==> src/rtl/ctrl_unit_pipe_pkg.sv <==
`default_nettype none
// +----------------------------------------------------------------------+
// | Module  : ctrl_unit_pipe_pkg                                          |
// | Purpose : Shared MIPS opcode/function/ALU codes, forwarding select     |
// |           codes and the decoded control bundle type.                  |
// | Ports   : none (package)                                              |
// | Rev     : 1.0  initial pipelined control unit release                 |
// +----------------------------------------------------------------------+
package ctrl_unit_pipe_pkg;

  // Primary opcodes
  localparam logic [5:0] OP_RTYPE = 6'h00;
  localparam logic [5:0] OP_J     = 6'h02;
  localparam logic [5:0] OP_JAL   = 6'h03;
  localparam logic [5:0] OP_BEQ   = 6'h04;
  localparam logic [5:0] OP_BNE   = 6'h05;
  localparam logic [5:0] OP_ADDI  = 6'h08;
  localparam logic [5:0] OP_ANDI  = 6'h0C;
  localparam logic [5:0] OP_ORI   = 6'h0D;
  localparam logic [5:0] OP_XORI  = 6'h0E;
  localparam logic [5:0] OP_LUI   = 6'h0F;
  localparam logic [5:0] OP_LW    = 6'h23;
  localparam logic [5:0] OP_SW    = 6'h2B;

  // R-type function codes
  localparam logic [5:0] FUNC_SLL  = 6'h00;
  localparam logic [5:0] FUNC_SRL  = 6'h02;
  localparam logic [5:0] FUNC_SRA  = 6'h03;
  localparam logic [5:0] FUNC_SLLV = 6'h04;
  localparam logic [5:0] FUNC_SRLV = 6'h06;
  localparam logic [5:0] FUNC_SRAV = 6'h07;
  localparam logic [5:0] FUNC_JR   = 6'h08;
  localparam logic [5:0] FUNC_ADD  = 6'h20;
  localparam logic [5:0] FUNC_SUB  = 6'h22;
  localparam logic [5:0] FUNC_AND  = 6'h24;
  localparam logic [5:0] FUNC_OR   = 6'h25;
  localparam logic [5:0] FUNC_XOR  = 6'h26;

  // ALU operation codes; 0 is reserved so a bubble is distinguishable
  localparam logic [3:0] ALU_ADD = 4'h1;
  localparam logic [3:0] ALU_SUB = 4'h2;
  localparam logic [3:0] ALU_AND = 4'h3;
  localparam logic [3:0] ALU_OR  = 4'h4;
  localparam logic [3:0] ALU_XOR = 4'h5;
  localparam logic [3:0] ALU_LUI = 4'h6;
  localparam logic [3:0] ALU_SLL = 4'h7;
  localparam logic [3:0] ALU_SRL = 4'h8;
  localparam logic [3:0] ALU_SRA = 4'h9;

  // ALU operand forwarding selects
  localparam logic [1:0] FWD_RF    = 2'b00;
  localparam logic [1:0] FWD_EXMEM = 2'b01;
  localparam logic [1:0] FWD_MEMWB = 2'b10;

  // Single-bit decoded controls; jump/jr/sext are consumed in ID only
  typedef struct packed {
    logic branch;
    logic bne;
    logic wreg;
    logic m2reg;
    logic wmem;
    logic shift;
    logic aluimm;
    logic lui;
    logic jal;
    logic jump;
    logic jr;
    logic sext;
  } ctrl_t;

  localparam int CTRL_BUNDLE_W = $bits(ctrl_t);

endpackage
`default_nettype wire

==> src/rtl/ctrl_unit_pipe_decode.sv <==
`default_nettype none
// +----------------------------------------------------------------------+
// | Module  : ctrl_decode                                                 |
// | Purpose : Purely combinational MIPS instruction decoder.              |
// | Ports   : instr   - ID-stage instruction                              |
// |           ctl     - decoded single-bit control bundle                 |
// |           aluc    - ALU operation code                                |
// |           dst     - destination register (0 when nothing is written)  |
// |           rs_used / rt_used - source register fields actually read    |
// |           illegal - opcode/func not recognised                        |
// | Rev     : 1.0  initial pipelined control unit release                 |
// +----------------------------------------------------------------------+
module ctrl_decode
  import ctrl_unit_pipe_pkg::*;
#(
  parameter int REG_AW = 5,
  parameter int ALUC_W = 4
) (
  input  logic [31:0]       instr,
  output ctrl_t             ctl,
  output logic [ALUC_W-1:0] aluc,
  output logic [REG_AW-1:0] dst,
  output logic              rs_used,
  output logic              rt_used,
  output logic              illegal
);

  logic [5:0] op;
  logic [5:0] func;
  logic [4:0] rt;
  logic [4:0] rd;
  logic [3:0] alu_op;
  logic [4:0] dst_raw;
  logic       unused_fields;

  assign op            = instr[31:26];
  assign func          = instr[5:0];
  assign rt            = instr[20:16];
  assign rd            = instr[15:11];
  // rs is compared in the hazard logic; shamt goes straight to the datapath
  assign unused_fields = ^{instr[25:21], instr[10:6]};

  always_comb begin
    ctl      = '0;
    ctl.sext = 1'b1;
    alu_op   = ALU_ADD;
    dst_raw  = 5'd0;
    rs_used  = 1'b0;
    rt_used  = 1'b0;
    illegal  = 1'b0;

    case (op)
      OP_RTYPE: begin
        ctl.wreg = 1'b1;
        dst_raw  = rd;
        rs_used  = 1'b1;
        rt_used  = 1'b1;
        case (func)
          FUNC_ADD:  alu_op = ALU_ADD;
          FUNC_SUB:  alu_op = ALU_SUB;
          FUNC_AND:  alu_op = ALU_AND;
          FUNC_OR:   alu_op = ALU_OR;
          FUNC_XOR:  alu_op = ALU_XOR;
          // Immediate shifts take the amount from shamt, so rs is not read
          FUNC_SLL: begin alu_op = ALU_SLL; ctl.shift = 1'b1; rs_used = 1'b0; end
          FUNC_SRL: begin alu_op = ALU_SRL; ctl.shift = 1'b1; rs_used = 1'b0; end
          FUNC_SRA: begin alu_op = ALU_SRA; ctl.shift = 1'b1; rs_used = 1'b0; end
          // Variable shifts take the amount from rs through the normal A path
          FUNC_SLLV: alu_op = ALU_SLL;
          FUNC_SRLV: alu_op = ALU_SRL;
          FUNC_SRAV: alu_op = ALU_SRA;
          FUNC_JR: begin
            ctl.wreg = 1'b0;
            ctl.jump = 1'b1;
            ctl.jr   = 1'b1;
            dst_raw  = 5'd0;
            rt_used  = 1'b0;
          end
          default: illegal = 1'b1;
        endcase
      end
      OP_ADDI: begin
        ctl.wreg = 1'b1; ctl.aluimm = 1'b1; dst_raw = rt; rs_used = 1'b1;
        alu_op   = ALU_ADD;
      end
      OP_ANDI: begin
        ctl.wreg = 1'b1; ctl.aluimm = 1'b1; dst_raw = rt; rs_used = 1'b1;
        ctl.sext = 1'b0; alu_op = ALU_AND;
      end
      OP_ORI: begin
        ctl.wreg = 1'b1; ctl.aluimm = 1'b1; dst_raw = rt; rs_used = 1'b1;
        ctl.sext = 1'b0; alu_op = ALU_OR;
      end
      OP_XORI: begin
        ctl.wreg = 1'b1; ctl.aluimm = 1'b1; dst_raw = rt; rs_used = 1'b1;
        ctl.sext = 1'b0; alu_op = ALU_XOR;
      end
      OP_LUI: begin
        ctl.wreg = 1'b1; ctl.aluimm = 1'b1; ctl.lui = 1'b1; dst_raw = rt;
        alu_op   = ALU_LUI;
      end
      OP_LW: begin
        ctl.wreg = 1'b1; ctl.m2reg = 1'b1; ctl.aluimm = 1'b1; dst_raw = rt;
        rs_used  = 1'b1; alu_op = ALU_ADD;
      end
      OP_SW: begin
        ctl.wmem = 1'b1; ctl.aluimm = 1'b1; rs_used = 1'b1; rt_used = 1'b1;
        alu_op   = ALU_ADD;
      end
      OP_BEQ: begin
        ctl.branch = 1'b1; rs_used = 1'b1; rt_used = 1'b1; alu_op = ALU_SUB;
      end
      OP_BNE: begin
        ctl.branch = 1'b1; ctl.bne = 1'b1; rs_used = 1'b1; rt_used = 1'b1;
        alu_op     = ALU_SUB;
      end
      OP_J: begin
        ctl.jump = 1'b1; ctl.aluimm = 1'b1;
      end
      OP_JAL: begin
        ctl.jump = 1'b1; ctl.jal = 1'b1; ctl.wreg = 1'b1; ctl.aluimm = 1'b1;
        dst_raw  = 5'd31;
      end
      default: illegal = 1'b1;
    endcase

    if (illegal) begin
      ctl      = '0;
      ctl.sext = 1'b1;
      alu_op   = 4'd0;
      dst_raw  = 5'd0;
      rs_used  = 1'b0;
      rt_used  = 1'b0;
    end

    // Writes to $0 are architecturally discarded; dropping wreg here keeps
    // them out of forwarding and hazard comparisons downstream.
    if (dst_raw == 5'd0) begin
      ctl.wreg = 1'b0;
    end
  end

  assign aluc = ALUC_W'(alu_op);
  assign dst  = REG_AW'(dst_raw);

endmodule
`default_nettype wire

==> src/rtl/ctrl_unit_pipe.sv <==
`default_nettype none
// +----------------------------------------------------------------------+
// | Module  : ctrl_unit_pipe                                              |
// | Purpose : Pipelined MIPS control unit: ID decode into ID/EX, write-   |
// |           back control through EX/MEM/WB, load-use stall, taken-      |
// |           branch flush and registered operand forwarding selects.     |
// | Ports   : clk, rst_n (sync active-low), instr/instr_valid (ID),       |
// |           branch_taken (EX compare), stall/flush/id_* (comb, ID),     |
// |           ex_* / fwd_* (ID/EX), mem_* (EX/MEM), wb_* (MEM/WB),        |
// |           illegal (registered pulse)                                  |
// | Rev     : 1.0  initial pipelined control unit release                 |
// +----------------------------------------------------------------------+
module ctrl_unit_pipe
  import ctrl_unit_pipe_pkg::*;
#(
  parameter int REG_AW      = 5,
  parameter int ALUC_W      = 4,
  parameter int FLUSH_SLOTS = 1,
  parameter int FWD_EN      = 1
) (
  input  logic              clk,
  input  logic              rst_n,
  input  logic [31:0]       instr,
  input  logic              instr_valid,
  input  logic              branch_taken,
  output logic              stall,
  output logic              flush,
  output logic              id_jump,
  output logic              id_jr,
  output logic              id_sext,
  output logic              ex_branch,
  output logic              ex_bne,
  output logic              ex_wreg,
  output logic              ex_m2reg,
  output logic              ex_wmem,
  output logic              ex_shift,
  output logic              ex_aluimm,
  output logic              ex_lui,
  output logic              ex_jal,
  output logic [ALUC_W-1:0] ex_aluc,
  output logic [REG_AW-1:0] ex_dst,
  output logic [1:0]        fwd_a,
  output logic [1:0]        fwd_b,
  output logic              mem_wreg,
  output logic              mem_m2reg,
  output logic              mem_wmem,
  output logic [REG_AW-1:0] mem_dst,
  output logic              wb_wreg,
  output logic              wb_m2reg,
  output logic [REG_AW-1:0] wb_dst,
  output logic              illegal
);

  ctrl_t             dec_ctl;
  logic [ALUC_W-1:0] dec_aluc;
  logic [REG_AW-1:0] dec_dst;
  logic              dec_rs_used;
  logic              dec_rt_used;
  logic              dec_illegal;

  ctrl_decode #(
    .REG_AW (REG_AW),
    .ALUC_W (ALUC_W)
  ) u_decode (
    .instr   (instr),
    .ctl     (dec_ctl),
    .aluc    (dec_aluc),
    .dst     (dec_dst),
    .rs_used (dec_rs_used),
    .rt_used (dec_rt_used),
    .illegal (dec_illegal)
  );

  logic [REG_AW-1:0] rs_addr;
  logic [REG_AW-1:0] rt_addr;
  logic [1:0]        flush_cnt;
  logic              flush_trig;
  logic              flush_busy;
  logic              use_rs, use_rt;
  logic              ex_hit_rs, ex_hit_rt, mem_hit_rs, mem_hit_rt;
  logic              load_use;
  logic              raw_stall;
  logic [1:0]        fwd_a_nxt, fwd_b_nxt;
  logic              bubble;

  assign rs_addr = REG_AW'(instr[25:21]);
  assign rt_addr = REG_AW'(instr[20:16]);

  // ex_* are already bubble-cleared, so a squashed branch can never fire.
  // branch_taken is the equality result; BNE redirects when it is false.
  assign flush_trig = ex_branch & (branch_taken ^ ex_bne);
  assign flush_busy = flush_trig | (flush_cnt != 2'd0);
  assign flush      = flush_trig;

  assign use_rs = instr_valid & dec_rs_used;
  assign use_rt = instr_valid & dec_rt_used;

  // Register 0 is never a real producer, so it never matches.
  assign ex_hit_rs  = use_rs && (ex_dst  != '0) && (ex_dst  == rs_addr);
  assign ex_hit_rt  = use_rt && (ex_dst  != '0) && (ex_dst  == rt_addr);
  assign mem_hit_rs = use_rs && (mem_dst != '0) && (mem_dst == rs_addr);
  assign mem_hit_rt = use_rt && (mem_dst != '0) && (mem_dst == rt_addr);

  // Load data only exists after MEM, too late to forward into the next EX.
  assign load_use = ex_m2reg & (ex_hit_rs | ex_hit_rt);

  generate
    if (FWD_EN != 0) begin : g_fwd
      // The EX-stage producer is younger than the MEM-stage one, so it wins.
      assign fwd_a_nxt = (ex_wreg  & ex_hit_rs)  ? FWD_EXMEM :
                         (mem_wreg & mem_hit_rs) ? FWD_MEMWB : FWD_RF;
      assign fwd_b_nxt = (ex_wreg  & ex_hit_rt)  ? FWD_EXMEM :
                         (mem_wreg & mem_hit_rt) ? FWD_MEMWB : FWD_RF;
      assign raw_stall = 1'b0;
    end else begin : g_nofwd
      assign fwd_a_nxt = FWD_RF;
      assign fwd_b_nxt = FWD_RF;
      assign raw_stall = (ex_wreg  & (ex_hit_rs  | ex_hit_rt)) |
                         (mem_wreg & (mem_hit_rs | mem_hit_rt));
    end
  endgenerate

  // A flushing pipeline discards the ID instruction anyway, so holding it is
  // pointless and could deadlock against the redirect.
  assign stall = ~flush_busy & (load_use | raw_stall);

  // The instruction sitting in ID when the branch resolves proceeds; the
  // FLUSH_SLOTS slots after it are replaced by bubbles.
  assign bubble = stall | (flush_cnt != 2'd0) | ~instr_valid | dec_illegal;

  assign id_jump = dec_ctl.jump & instr_valid & ~stall & ~flush_busy;
  assign id_jr   = dec_ctl.jr   & instr_valid & ~stall & ~flush_busy;
  assign id_sext = dec_ctl.sext;

  always_ff @(posedge clk) begin
    if (!rst_n) begin
      ex_branch <= 1'b0;
      ex_bne    <= 1'b0;
      ex_wreg   <= 1'b0;
      ex_m2reg  <= 1'b0;
      ex_wmem   <= 1'b0;
      ex_shift  <= 1'b0;
      ex_aluimm <= 1'b0;
      ex_lui    <= 1'b0;
      ex_jal    <= 1'b0;
      ex_aluc   <= '0;
      ex_dst    <= '0;
      fwd_a     <= FWD_RF;
      fwd_b     <= FWD_RF;
      mem_wreg  <= 1'b0;
      mem_m2reg <= 1'b0;
      mem_wmem  <= 1'b0;
      mem_dst   <= '0;
      wb_wreg   <= 1'b0;
      wb_m2reg  <= 1'b0;
      wb_dst    <= '0;
      illegal   <= 1'b0;
      flush_cnt <= 2'd0;
    end else begin
      if (bubble) begin
        ex_branch <= 1'b0;
        ex_bne    <= 1'b0;
        ex_wreg   <= 1'b0;
        ex_m2reg  <= 1'b0;
        ex_wmem   <= 1'b0;
        ex_shift  <= 1'b0;
        ex_aluimm <= 1'b0;
        ex_lui    <= 1'b0;
        ex_jal    <= 1'b0;
        ex_aluc   <= '0;
        ex_dst    <= '0;
        fwd_a     <= FWD_RF;
        fwd_b     <= FWD_RF;
      end else begin
        ex_branch <= dec_ctl.branch;
        ex_bne    <= dec_ctl.bne;
        ex_wreg   <= dec_ctl.wreg;
        ex_m2reg  <= dec_ctl.m2reg;
        ex_wmem   <= dec_ctl.wmem;
        ex_shift  <= dec_ctl.shift;
        ex_aluimm <= dec_ctl.aluimm;
        ex_lui    <= dec_ctl.lui;
        ex_jal    <= dec_ctl.jal;
        ex_aluc   <= dec_aluc;
        ex_dst    <= dec_dst;
        fwd_a     <= fwd_a_nxt;
        fwd_b     <= fwd_b_nxt;
      end

      mem_wreg  <= ex_wreg;
      mem_m2reg <= ex_m2reg;
      mem_wmem  <= ex_wmem;
      mem_dst   <= ex_dst;

      wb_wreg   <= mem_wreg;
      wb_m2reg  <= mem_m2reg;
      wb_dst    <= mem_dst;

      illegal   <= instr_valid & dec_illegal;

      if (flush_trig) begin
        flush_cnt <= 2'(FLUSH_SLOTS);
      end else if (flush_cnt != 2'd0) begin
        flush_cnt <= flush_cnt - 2'd1;
      end
    end
  end

endmodule
`default_nettype wire

==> config.mk <==
export PLATFORM = sky130hd
export DESIGN_NAME = ctrl_unit_pipe
export DESIGN_NICKNAME = d
export VERILOG_FILES = /design/src/rtl/ctrl_unit_pipe_pkg.sv /design/src/rtl/ctrl_unit_pipe_decode.sv /design/src/rtl/ctrl_unit_pipe.sv
export SDC_FILE = /design/constraint.sdc
export NUM_CORES = 1
export LEC_CHECK = 0
export BUFFER_PORTS_ARGS = -buffer_cell sky130_fd_sc_hd__buf_2
export CORE_UTILIZATION = 50
export CTS_CLUSTER_SIZE = 16
export DETAILED_ROUTE_END_ITERATION = 8
export PLACE_DENSITY = 0.85
export SETUP_SLACK_MARGIN = 0.4
export SLEW_MARGIN = 15
export SYNTH_ARGS = -nofsm -noshare
export SYNTH_HDL_FRONTEND = slang
export SYNTH_SLANG_ARGS = --single-unit
==> constraint.sdc <==
create_clock -name clk -period 5 [get_ports clk]
set_input_delay 0.25 -clock clk [delete_from_list [all_inputs] [get_ports clk]]
set_output_delay 0.25 -clock clk [all_outputs]
set_load 0.01 [all_outputs]
==> results of run 1 <==
-- cells in the final DEF, fill, tap and decap left out, types with 2 or more instances in the layout --
master	Yosys	routed
o2bb2ai_1	2	2
nor2_1	15	15
a2111oi_0	2	2
and2_1	15	15
or4_1	8	8
nor4_1	6	6
clkbuf_8	0	7
nand3b_1	3	3
o21ai_0	7	7
buf_2	1	73
a211oi_1	4	4
nor4b_1	6	6
a221oi_1	5	5
nor3b_1	4	4
or2_2	2	2
xor2_1	16	16
nand2_1	9	9
and3_1	4	4
nand3_1	9	9
xnor2_1	8	8
inv_1	10	10
a32oi_1	2	2
dfxtp_1	40	40
a211o_1	2	2
a21boi_0	2	2
nor2b_1	2	2
nand4_1	7	7
a21oi_1	9	9
nand2b_1	5	5
o22a_1	2	2
nor3_1	11	11
-- how the worst max path moves through the flow --
stage / start / end / slack (ns) / cells past startpoint
after floorplan: instr[28] / stall / 2.83 / 6
after global placement: instr[28] / ex_dst[1] / 2.32 / 6
after detailed placement: instr[28] / ex_dst[1] / 2.26 / 6
after CTS: instr[28] / stall / 2.35 / 7
after global routing: flush_cnt[0] / ex_dst[1] / 2.12 / 7
final: instr[28] / stall / 2.32 / 7
-- sequential cells by signal, indices dropped and copies added (netlist names), 2 cells and up --
register / count
wb_dst: 5
fwd_a: 2
flush_cnt: 2
mem_dst: 5
fwd_b: 2
ex_dst: 5
ex_aluc: 4
-- final cells by class --
type	instances	area, sq um	area share (%)
Timing Repair Buffer	73	365.4	14.04
Multi-Input combinational cell	182	1240	47.64
Inverter	10	37.54	1.442
Sequential cell	40	800.8	30.77
Clock buffer	7	96.34	3.702
Tap cell	50	62.56	2.404
-- worst reg2reg max path, stage by stage (launching register included) --
cell	delay, ns
dfxtp_1	0.32
inv_1	0.06
ha_1	0.25
nand2_1	0.10
a211oi_1	0.78
inv_1	0.13
o32ai_2	0.74
nor4b_1	0.14
-- kinds of logic (layout without fill, tap and decap cells) --
logic type,after synthesis,in the layout,synth area share (%)
buffers and inverters,21,90,4.115
adders and majority gates,2,2,1.117
AOI/OAI and AO/OA,47,47,17.28
xor gates and xnor gates,24,24,9.876
and+or+nand+nor,109,109,29.98
DFF,40,40,37.63
-- metal layers --
layer / wire length (microns) / global-route usage [%] / vias up
li1: - / - / 1032
met1: 2172 / 29.61 / 945
met2: 2599 / 39.13 / 80
met3: 297 / 4.561 / 10
met4: 87 / 7.713 / 0
met5: 0 / 0 / -
-- where the power goes --
group	switching [mW]	internal, mW
Sequential	0.00448	0.327
Combinational	0.0743	0.0477
Clock	0.0964	0.123
Total	0.175	0.498
==> summary.md, run 1 <==
| Metric | Value |
|---|---|
| RSZ-0062 raised after global routing | `false` |
| Flops & latches, synth | `40` |
| DR DRC count | `0` |
| Leakage | `between 1 and 1.5 nW` |
| Layout Skew | `0.002870 ns` |
| Net count after synthesis | `280` |
| IO Pins | `79` |
| Pre-CTS setup slack | `2.264 ns` |
| CTS root buffer | `clkbuf_8` |
| Die X | `67.24 microns` |
| Worst reg2reg path startpoint | `flush_cnt[0]` |
| Cell family with most CP delay | `compound AO/OA/AOI/OAI gates` |
| Max clock buf depth | `2` |
| Number of buffers and inverters on the critical path | `2` |
| Antenna Violating Nets Remaining | `0` |
| Placed insts | `355` |
| Post-CTS Hold Buffers | `0` |
| CTS tree | `done` |
| Core area | `4058 sq um` |
| Via count | `2067` |
| R2R depth | `7` |
| Final min period | `2.682 ns` |
| Final Cell Area | `approximately 2600 sq um` |
| GRT Total Usage | `23.30%` |
| Iter 0 DRT Violations | `150` |
| Post-CTS setup buffer count | `0` |
| Final RePlAce weighted congestion | `0.9062` |
| Worst hold start | `instr_valid` |
| Async S/R FF share, synth | `0%` |
| Max stage delay cell, worst path | `or4_1` |
| Crit path max fanout | `13` |
| Starting density of the core | `between 50% and 60%` |
| R2r setup slk | `roughly 2.3 ns` |
| Row cnt | `23` |
| Via-to-Cell Ratio | `roughly 5.7` |
| Pwr/cell area | `approximately 260 nW/um^2` |
| # resized after CTS | `0` |
| CTS buffer count | `5` |
| Slew Viols, Final | `0` |
| Die Span Y | `just under 70 microns` |
| # Max-Cap Violations | `0` |
| Cell repeated most along the worst path | `buf_2` |
| Netlist cell types | `47` |
| Slew headroom | `37.93%` |
| Layout cell share with drive strength beyond 1 | `28.53%` |
| Crit share post-route | `53.63%` |
| Final hold slack | `between 0.2 and 0.25 ns` |
| CP Cell Sequence | `buf_2, or4_1, a211oi_4, a211oi_2, o22ai_2, and3_1, buf_2` |
| Nets | `349` |
| Area post-placement | `2506 sq um` |
| PortBufs | `73` |
| Post-synthesis instance area | `2128 sq um` |
| Htree depth | `2` |
| Clock transition at path regs | `0.06 ns` |
| Syn avg cell area | `8.758 sq um` |
| Setup WS post-layout | `around 2.3 ns` |
| EDFF count, synth | `0` |
| Hold endpoint | `illegal` |
| Fill cells | `344` |
| Setup TNS | `0 ns` |
| Largest net degree at the start of global routing | `21` |
| Yosys top cell by area | `dfxtp_1` |
| # clock sinks | `40` |
| Worst-margin pin slew | `a little over 0.9 ns` |
| Final WL | `5.157 mm` |
| Synth top cells by count | `40 x dfxtp_1, 16 x xor2_1, 15 x and2_1, 15 x nor2_1, 11 x nor3_1` |
| Die area | `4521 sq um` |
| Crit path kind | `in2out` |
| Slowest stage delay, CP | `0.67 ns` |
| Post-synthesis sequential area ratio | `37.62%` |
| Status | `finished clean` |
| Hold Fails Final Rpt | `0` |
| Fin cells | `between 300 and 400` |
| CP arrival | `2.43 ns` |
| Peak VDD IR | `roughly 0.12 mV` |
| P&R area growth vs syn | `22.28%` |
| Hpwl dp | `3.925 mm` |
| Top cell type's share of synthesized area | `37.62%` |
| Clk_lat worst skew | `between 0.2 and 0.3 ns` |
| Global-route wire length before repair | `7.921 mm` |
| Final setup viols | `0` |
| Most common cell in the synthesized netlist | `dfxtp_1` |
| Antenna violations before repair | `0` |
| Hold crit path type | `in2reg` |
| Vias in the first global route | `approximately 1.8k` |
| Synth top area cells | `dfxtp_1 38%, xor2_1 6.6%, and2_1 4.4%, xnor2_1 3.3%, or4_1 2.8%` |
| Power, Total | `0.6729 mW` |
| CP Capture Type | `output pin` |
| Post-layout util | `64.14%` |
| Syn Inst Count | `about 240` |
| Crit path required time | `4.75 ns` |
| R2r endpoint | `ex_dst[1]` |
| Grt ovf | `0` |
| Worst Hold Depth | `2` |
| Antenna Cells | `0` |
| WL per Instance | `14.25 microns` |
| YS warnings | `0` |
| Pre-Repair DR Iteration Count | `4` |
| Critical path startpoint category | `input port` |
| Fmax | `0.3729 GHz` |
| Predominant post-synthesis flop cell | `dfxtp_1` |
Note: power is estimated with default switching activity, not from simulation.
==> run 2, diff against run 1 <==
--- a/config.mk
+++ b/config.mk
@@ -6,10 +6,10 @@
 export NUM_CORES = 1
 export LEC_CHECK = 0
 export BUFFER_PORTS_ARGS = -buffer_cell sky130_fd_sc_hd__buf_2
-export CORE_UTILIZATION = 50
+export CORE_UTILIZATION = 44
 export CTS_CLUSTER_SIZE = 16
 export DETAILED_ROUTE_END_ITERATION = 8
-export PLACE_DENSITY = 0.85
+export PLACE_DENSITY = 0.79
 export SETUP_SLACK_MARGIN = 0.4
 export SLEW_MARGIN = 15
 export SYNTH_ARGS = -nofsm -noshare
==> constraint.sdc (replaced) <==
create_clock -name clk -period 2.3 [get_ports clk]
set_input_delay 0.115 -clock clk [delete_from_list [all_inputs] [get_ports clk]]
set_output_delay 0.115 -clock clk [all_outputs]
set_load 0.01 [all_outputs]
==> summary.md, run 2 (synthesis results as in run 1) <==
| Metric | Value |
|---|---|
| Hold Fails Final Rpt | `0` |
| Hpwl dp | `4.191 mm` |
| GRT Total Usage | `23.51%` |
| Htree depth | `2` |
| Final min period | `1.962 ns` |
| Post-CTS Hold Buffers | `0` |
| Final setup viols | `0` |
| Power, Total | `1.529 mW` |
| Iter 0 DRT Violations | `195` |
| Antenna Cells | `0` |
| Worst Hold Depth | `2` |
| CP Cell Sequence | `buf_12, or4_4, buf_6, a211oi_4, buf_4, a211o_1, nor2_2, a21oi_1, buf_2` |
| Antenna Violating Nets Remaining | `0` |
| CP arrival | `1.85 ns` |
| PortBufs | `73` |
| Hold crit path type | `in2reg` |
| Final WL | `between 6 and 7 mm` |
| Vias in the first global route | `2063` |
| Commonest non-fill, non-tap cells in the layout | `69 x buf_2, 36 x dfxtp_1, 22 x buf_4` |
| Post-layout util | `65.03%` |
| Cell internal pwr | `1.085 mW` |
| Nets | `372` |
| R2r setup slk | `0.46 ns` |
| Die X | `71.55 microns` |
| Leakage | `1.288 nW` |
| Commonest non-fill, non-tap cell in the layout | `buf_2` |
| Critical path startpoint category | `input port` |
| Clk_lat worst skew | `0.30 ns` |
| Crit path required time | `2.18 ns` |
| Slowest stage delay, CP | `0.53 ns` |
| Max stage delay cell, worst path | `or4_4` |
| Layout Skew | `0.009695 ns` |
| P&R area growth vs syn | `37.62%` |
| Crit path max fanout | `2` |
| Row cnt | `24` |
| Starting density of the core | `between 40% and 50%` |
| R2R depth | `7` |
| # Max-Cap Violations | `0` |
| Largest net degree at the start of global routing | `21` |
| Pwr/cell area | `~520 nW/um^2` |
| Sw Ratio | `between 20% and 30%` |
| Clock transition at path regs | `0.07 ns` |
| Placed insts | `370` |
| Peak VDD IR | `approximately 0.22 mV` |
| CTS buffer count | `5` |
| Status | `finished clean` |
| IO Pins | `between 70 and 80` |
| Setup WS post-layout | `0.3380 ns` |
| Logic pwr share | `between 20% and 30%` |
| Global-route wire length before repair | `9.411 mm` |
| WL per Instance | `approximately 16 microns` |
| Layout cell share with drive strength beyond 1 | `39.29%` |
| Pre-CTS setup slack | `-0.02941 ns` |
| Final RePlAce weighted congestion | `approximately 0.9` |
| Die area | `between 5000 and 6000 sq um` |
| Antenna violations before repair | `0` |
| Sequential Power Share | `roughly 47%` |
| DR DRC count | `0` |
| CTS tree | `done` |
| Slew headroom | `67.32%` |
| Core area | `4504 sq um` |
| Switching power | `0.4439 mW` |
| Worst-margin pin slew | `between 0.4 and 0.5 ns` |
| Via count | `around 2.3k` |
| Die Span Y | `71.55 microns` |
| Largest registers | `ex_dst: 5 flops, mem_dst: 5 flops, wb_dst: 5 flops` |
| Crit share post-route | `a little under nine tenths` |
| Via-to-Cell Ratio | `5.881` |
| Setup TNS | `0 ns` |
| # clock sinks | `40` |
| Crit path kind | `in2out` |
| Pre-Repair DR Iteration Count | `5` |
| Max clock buf depth | `2` |
| Slew Viols, Final | `0` |
| CP Capture Type | `output pin` |
| Power share of the clock group | `about a third` |
| Grt ovf | `0` |
| CTS root buffer | `clkbuf_8` |
| RSZ-0062 raised after global routing | `true` |
| Fin cells | `388` |
| Fmax | `0.5097 GHz` |
==> run 2: worst paths after layout <==
check,from,to
min,instr_valid,illegal
max,instr[29],id_jump
min reg2reg,ex_wmem,mem_wmem
max reg2reg,ex_dst[1],fwd_a[1]
==> run 2: worst max-delay path, delay by kind of cell <==
kind	cells	cell delay, ns
AND/OR/NAND/NOR	2	0.59
buffers and inverters	4	0.57
AO/OA/AOI/OAI	3	0.57
==> run 2: layout make-up <==
cell class              count  area [sq um]
flip-flops and latches     40         810.8
fillers                   371          1575
inverters                  10         37.54
clock buffers               6         82.58
clock inverters             2         10.01
multi-input cells         182          1339
well taps                  52         65.06
repair buffers             96         584.3
==> run 2: per-stage QoR <==
stage               cell area, sq um  hold slack, ns
global placement                2611          0.3832
CTS                             2824         0.08636
detailed placement              2611          0.3889
floorplan                       2133          0.2459
global route                    2929          0.1164
finish                          2929         0.09322
==> run 2: power groups by stage <==
stage / Sequential, mW / Combinational (mW) / Clock, mW
floorplan: 0.738 / 0.179 / 0
global placement: 0.736 / 0.272 / 0
detailed placement: 0.738 / 0.281 / 0
CTS: 0.722 / 0.299 / 0.487
global route: 0.721 / 0.357 / 0.510
finish: 0.719 / 0.325 / 0.485
==> run 2: per-layer routing <==
layer  wire (microns)  GRT usage (%)
met3              421          2.954
met1             2533          29.61
met5                0              0
met2             3088          40.85
met4               80          9.586
==> run 2: timing repair <==
action                     4_1_cts  5_1_grt
gates resized for setup         18       19
pin swaps                        7       10
setup endpoints to repair        7       17
buffers inserted                 6        4
==> run 3, diff against run 2 <==
--- a/config.mk
+++ b/config.mk
@@ -5,7 +5,7 @@
 export SDC_FILE = /design/constraint.sdc
 export NUM_CORES = 1
 export LEC_CHECK = 0
-export BUFFER_PORTS_ARGS = -buffer_cell sky130_fd_sc_hd__buf_2
+export BUFFER_PORTS_ARGS = -buffer_cell sky130_fd_sc_hd__buf_4
 export CORE_UTILIZATION = 44
 export CTS_CLUSTER_SIZE = 16
 export DETAILED_ROUTE_END_ITERATION = 8
==> summary.md, run 3 (synthesis results as in run 1) <==
| Metric | Value |
|---|---|
| Status | `finished clean` |
| Pwr/cell area | `549.9 nW/um^2` |
| Logic pwr share | `19.3%` |
| P&R area growth vs syn | `42.45%` |
| DR DRC count | `0` |
| Clk_lat worst skew | `between 0.2 and 0.3 ns` |
| Max clock buf depth | `2` |
| Sw Ratio | `25.75%` |
| Clock transition at path regs | `roughly 0.08 ns` |
| Starting density of the core | `47.25%` |
| Uppermost routed layer | `met4` |
| Iter 0 DRT Violations | `178` |
| Layout cell share with drive strength beyond 1 | `35.98%` |
| Power, Total | `between 1.5 and 2 mW` |
| Met1 WL | `2.548 mm` |
| WL met3 | `351 microns` |
| Switching power | `0.4292 mW` |
| Antenna Violating Nets Remaining | `0` |
| CTS buffer count | `5` |
| Worst-margin pin slew | `approximately 0.43 ns` |
| Fmax | `just over 0.5 GHz` |
| Final min period | `1.979 ns` |
| Leakage | `1.275 nW` |
| Crit path required time | `between 2 and 2.5 ns` |
| Final setup viols | `0` |
| Core area | `between 4000 and 5000 sq um` |
| Largest net degree at the start of global routing | `21` |
| Layout Skew | `slightly above 0.006 ns` |
| Power share of the clock group | `37.4%` |
| CP arrival | `1.86 ns` |
| Post-CTS Hold Buffers | `0` |
| CP startpoint | `ex_dst[3]` |
| Final WL | `5.835 mm` |
| Commonest non-fill, non-tap cells in the layout | `84 x buf_4, 37 x dfxtp_1, 16 x xor2_1` |
| Slew Viols, Final | `0` |
| Peak VDD IR | `0.2931 mV` |
| R2r setup slk | `0.48 ns` |
| Die area | `between 5000 and 6000 sq um` |
| Via-to-Cell Ratio | `5.724` |
| Die X | `71.55 microns` |
| Slew headroom | `71.35%` |
| CP Capture Type | `output pin` |
| R2r endpoint | `fwd_b[1]` |
| Pre-Repair DR Iteration Count | `4` |
| Die Span Y | `71.55 microns` |
| Crit path max fanout | `5` |
| Antenna Cells | `0` |
| Crit share post-route | `86.05%` |
| Cell internal pwr | `1.238 mW` |
| Commonest non-fill, non-tap cell in the layout | `buf_4` |
| CP Capture Point | `stall` |
| Final RePlAce weighted congestion | `about 0.9` |
| Hold crit path type | `in2reg` |
| PortBufs | `73` |
| R2R depth | `7` |
| Sequential Power Share | `43.2%` |
| Vias in the first global route | `1944` |
| Hold Fails Final Rpt | `0` |
| Worst reg2reg path startpoint | `ex_dst[0]` |
| Critical path startpoint category | `flip-flop` |
| GRT Total Usage | `22.55%` |
| Htree depth | `2` |
| Wire length on met2 | `2.874 mm` |
| IO Pins | `79` |
| RSZ-0062 raised after global routing | `true` |
| CTS root buffer | `clkbuf_8` |
| Largest registers | `ex_dst: 5 flops, mem_dst: 5 flops, wb_dst: 5 flops` |
| Antenna violations before repair | `0` |
| Grt ovf | `0` |
| # clock sinks | `40` |
| # Max-Cap Violations | `0` |
| CTS tree | `done` |
| WL per Instance | `15.36 microns` |
| Via count | `2175` |
| Setup TNS | `0 ns` |
| Row cnt | `24` |
| Hpwl dp | `4.236 mm` |
| Global-route wire length before repair | `9.094 mm` |
| Crit path kind | `reg2out` |
| Nets | `roughly 360` |
-- run 3: changes by cell type in the layout (fill, tap and decap cells not counted), moves of 3 or more --
cell | previous run | this run
buf_2 | 69 | 0
buf_4 | 22 | 84
nor2_1 | 12 | 15
nor2_2 | 3 | 0
-- run 3: worst min-delay path by stage --
stage,startpoint,cells past startpoint,endpoint
final,instr_valid,2,illegal
after detailed placement,instr_valid,2,illegal
after global placement,instr_valid,2,illegal
after CTS,instr_valid,2,illegal
after global routing,instr_valid,2,illegal
after floorplan,instr[1],2,ex_aluc[3]
-- run 3: worst max-delay path: stages (launching register included) --
cell and delay (ns):
dfxtp_2 0.35, xor2_1 0.16, nor3_2 0.27, nand3_1 0.21, o22ai_4 0.25, and3_4 0.22, buf_6 0.09
-- run 3: power groups by stage --
| stage | Combinational [mW] | Clock (mW) | Sequential (mW) |
|---|---|---|---|
| floorplan | 0.179 | 0 | 0.738 |
| global placement | 0.287 | 0 | 0.737 |
| detailed placement | 0.294 | 0 | 0.737 |
| CTS | 0.301 | 0.625 | 0.721 |
| global route | 0.357 | 0.646 | 0.723 |
| finish | 0.322 | 0.624 | 0.721 |
-- run 3: layout make-up --
type / count / area, sq um
inverters: 10 / 37.54
repair buffers: 88 / 675.6
multi-input cells: 182 / 1323
flip-flops and latches: 40 / 804.5
fillers: 358 / 1473
clock inverters: 1 / 30.03
clock buffers: 7 / 96.34
well taps: 52 / 65.06
-- run 3: per-stage QoR --
step | hold slack [ns] | utilization [%] | setup slack (ns) | instance area [sq um] | std cells
after floorplan | 0.2459 | - | 0.4028 | 2133 | 243
after global placement | 0.3697 | 61.86 | 0.1486 | 2786 | 369
after detailed placement | 0.3718 | 61.86 | 0.1047 | 2786 | 369
after CTS | 0.08449 | 65.72 | 0.3531 | 2960 | 380
after global routing | 0.1084 | 67.31 | 0.2448 | 3032 | 380
final | 0.08328 | 67.31 | 0.3209 | 3032 | 380
-- run 3: repair_timing --
item / 4_1_cts / 5_1_grt
gates cloned: 0 / 0
setup buffers: 3 / 0
resized for setup: 5 / 17
pin swaps: 2 / 6
setup endpoints to repair: 4 / 7
-- run 3: routing by layer --
metal	global-route usage [%]	up-vias
li1	-	1058
met5	0	-
met1	30.05	1027
met4	8.279	0
met3	3.938	8
met2	36.83	82
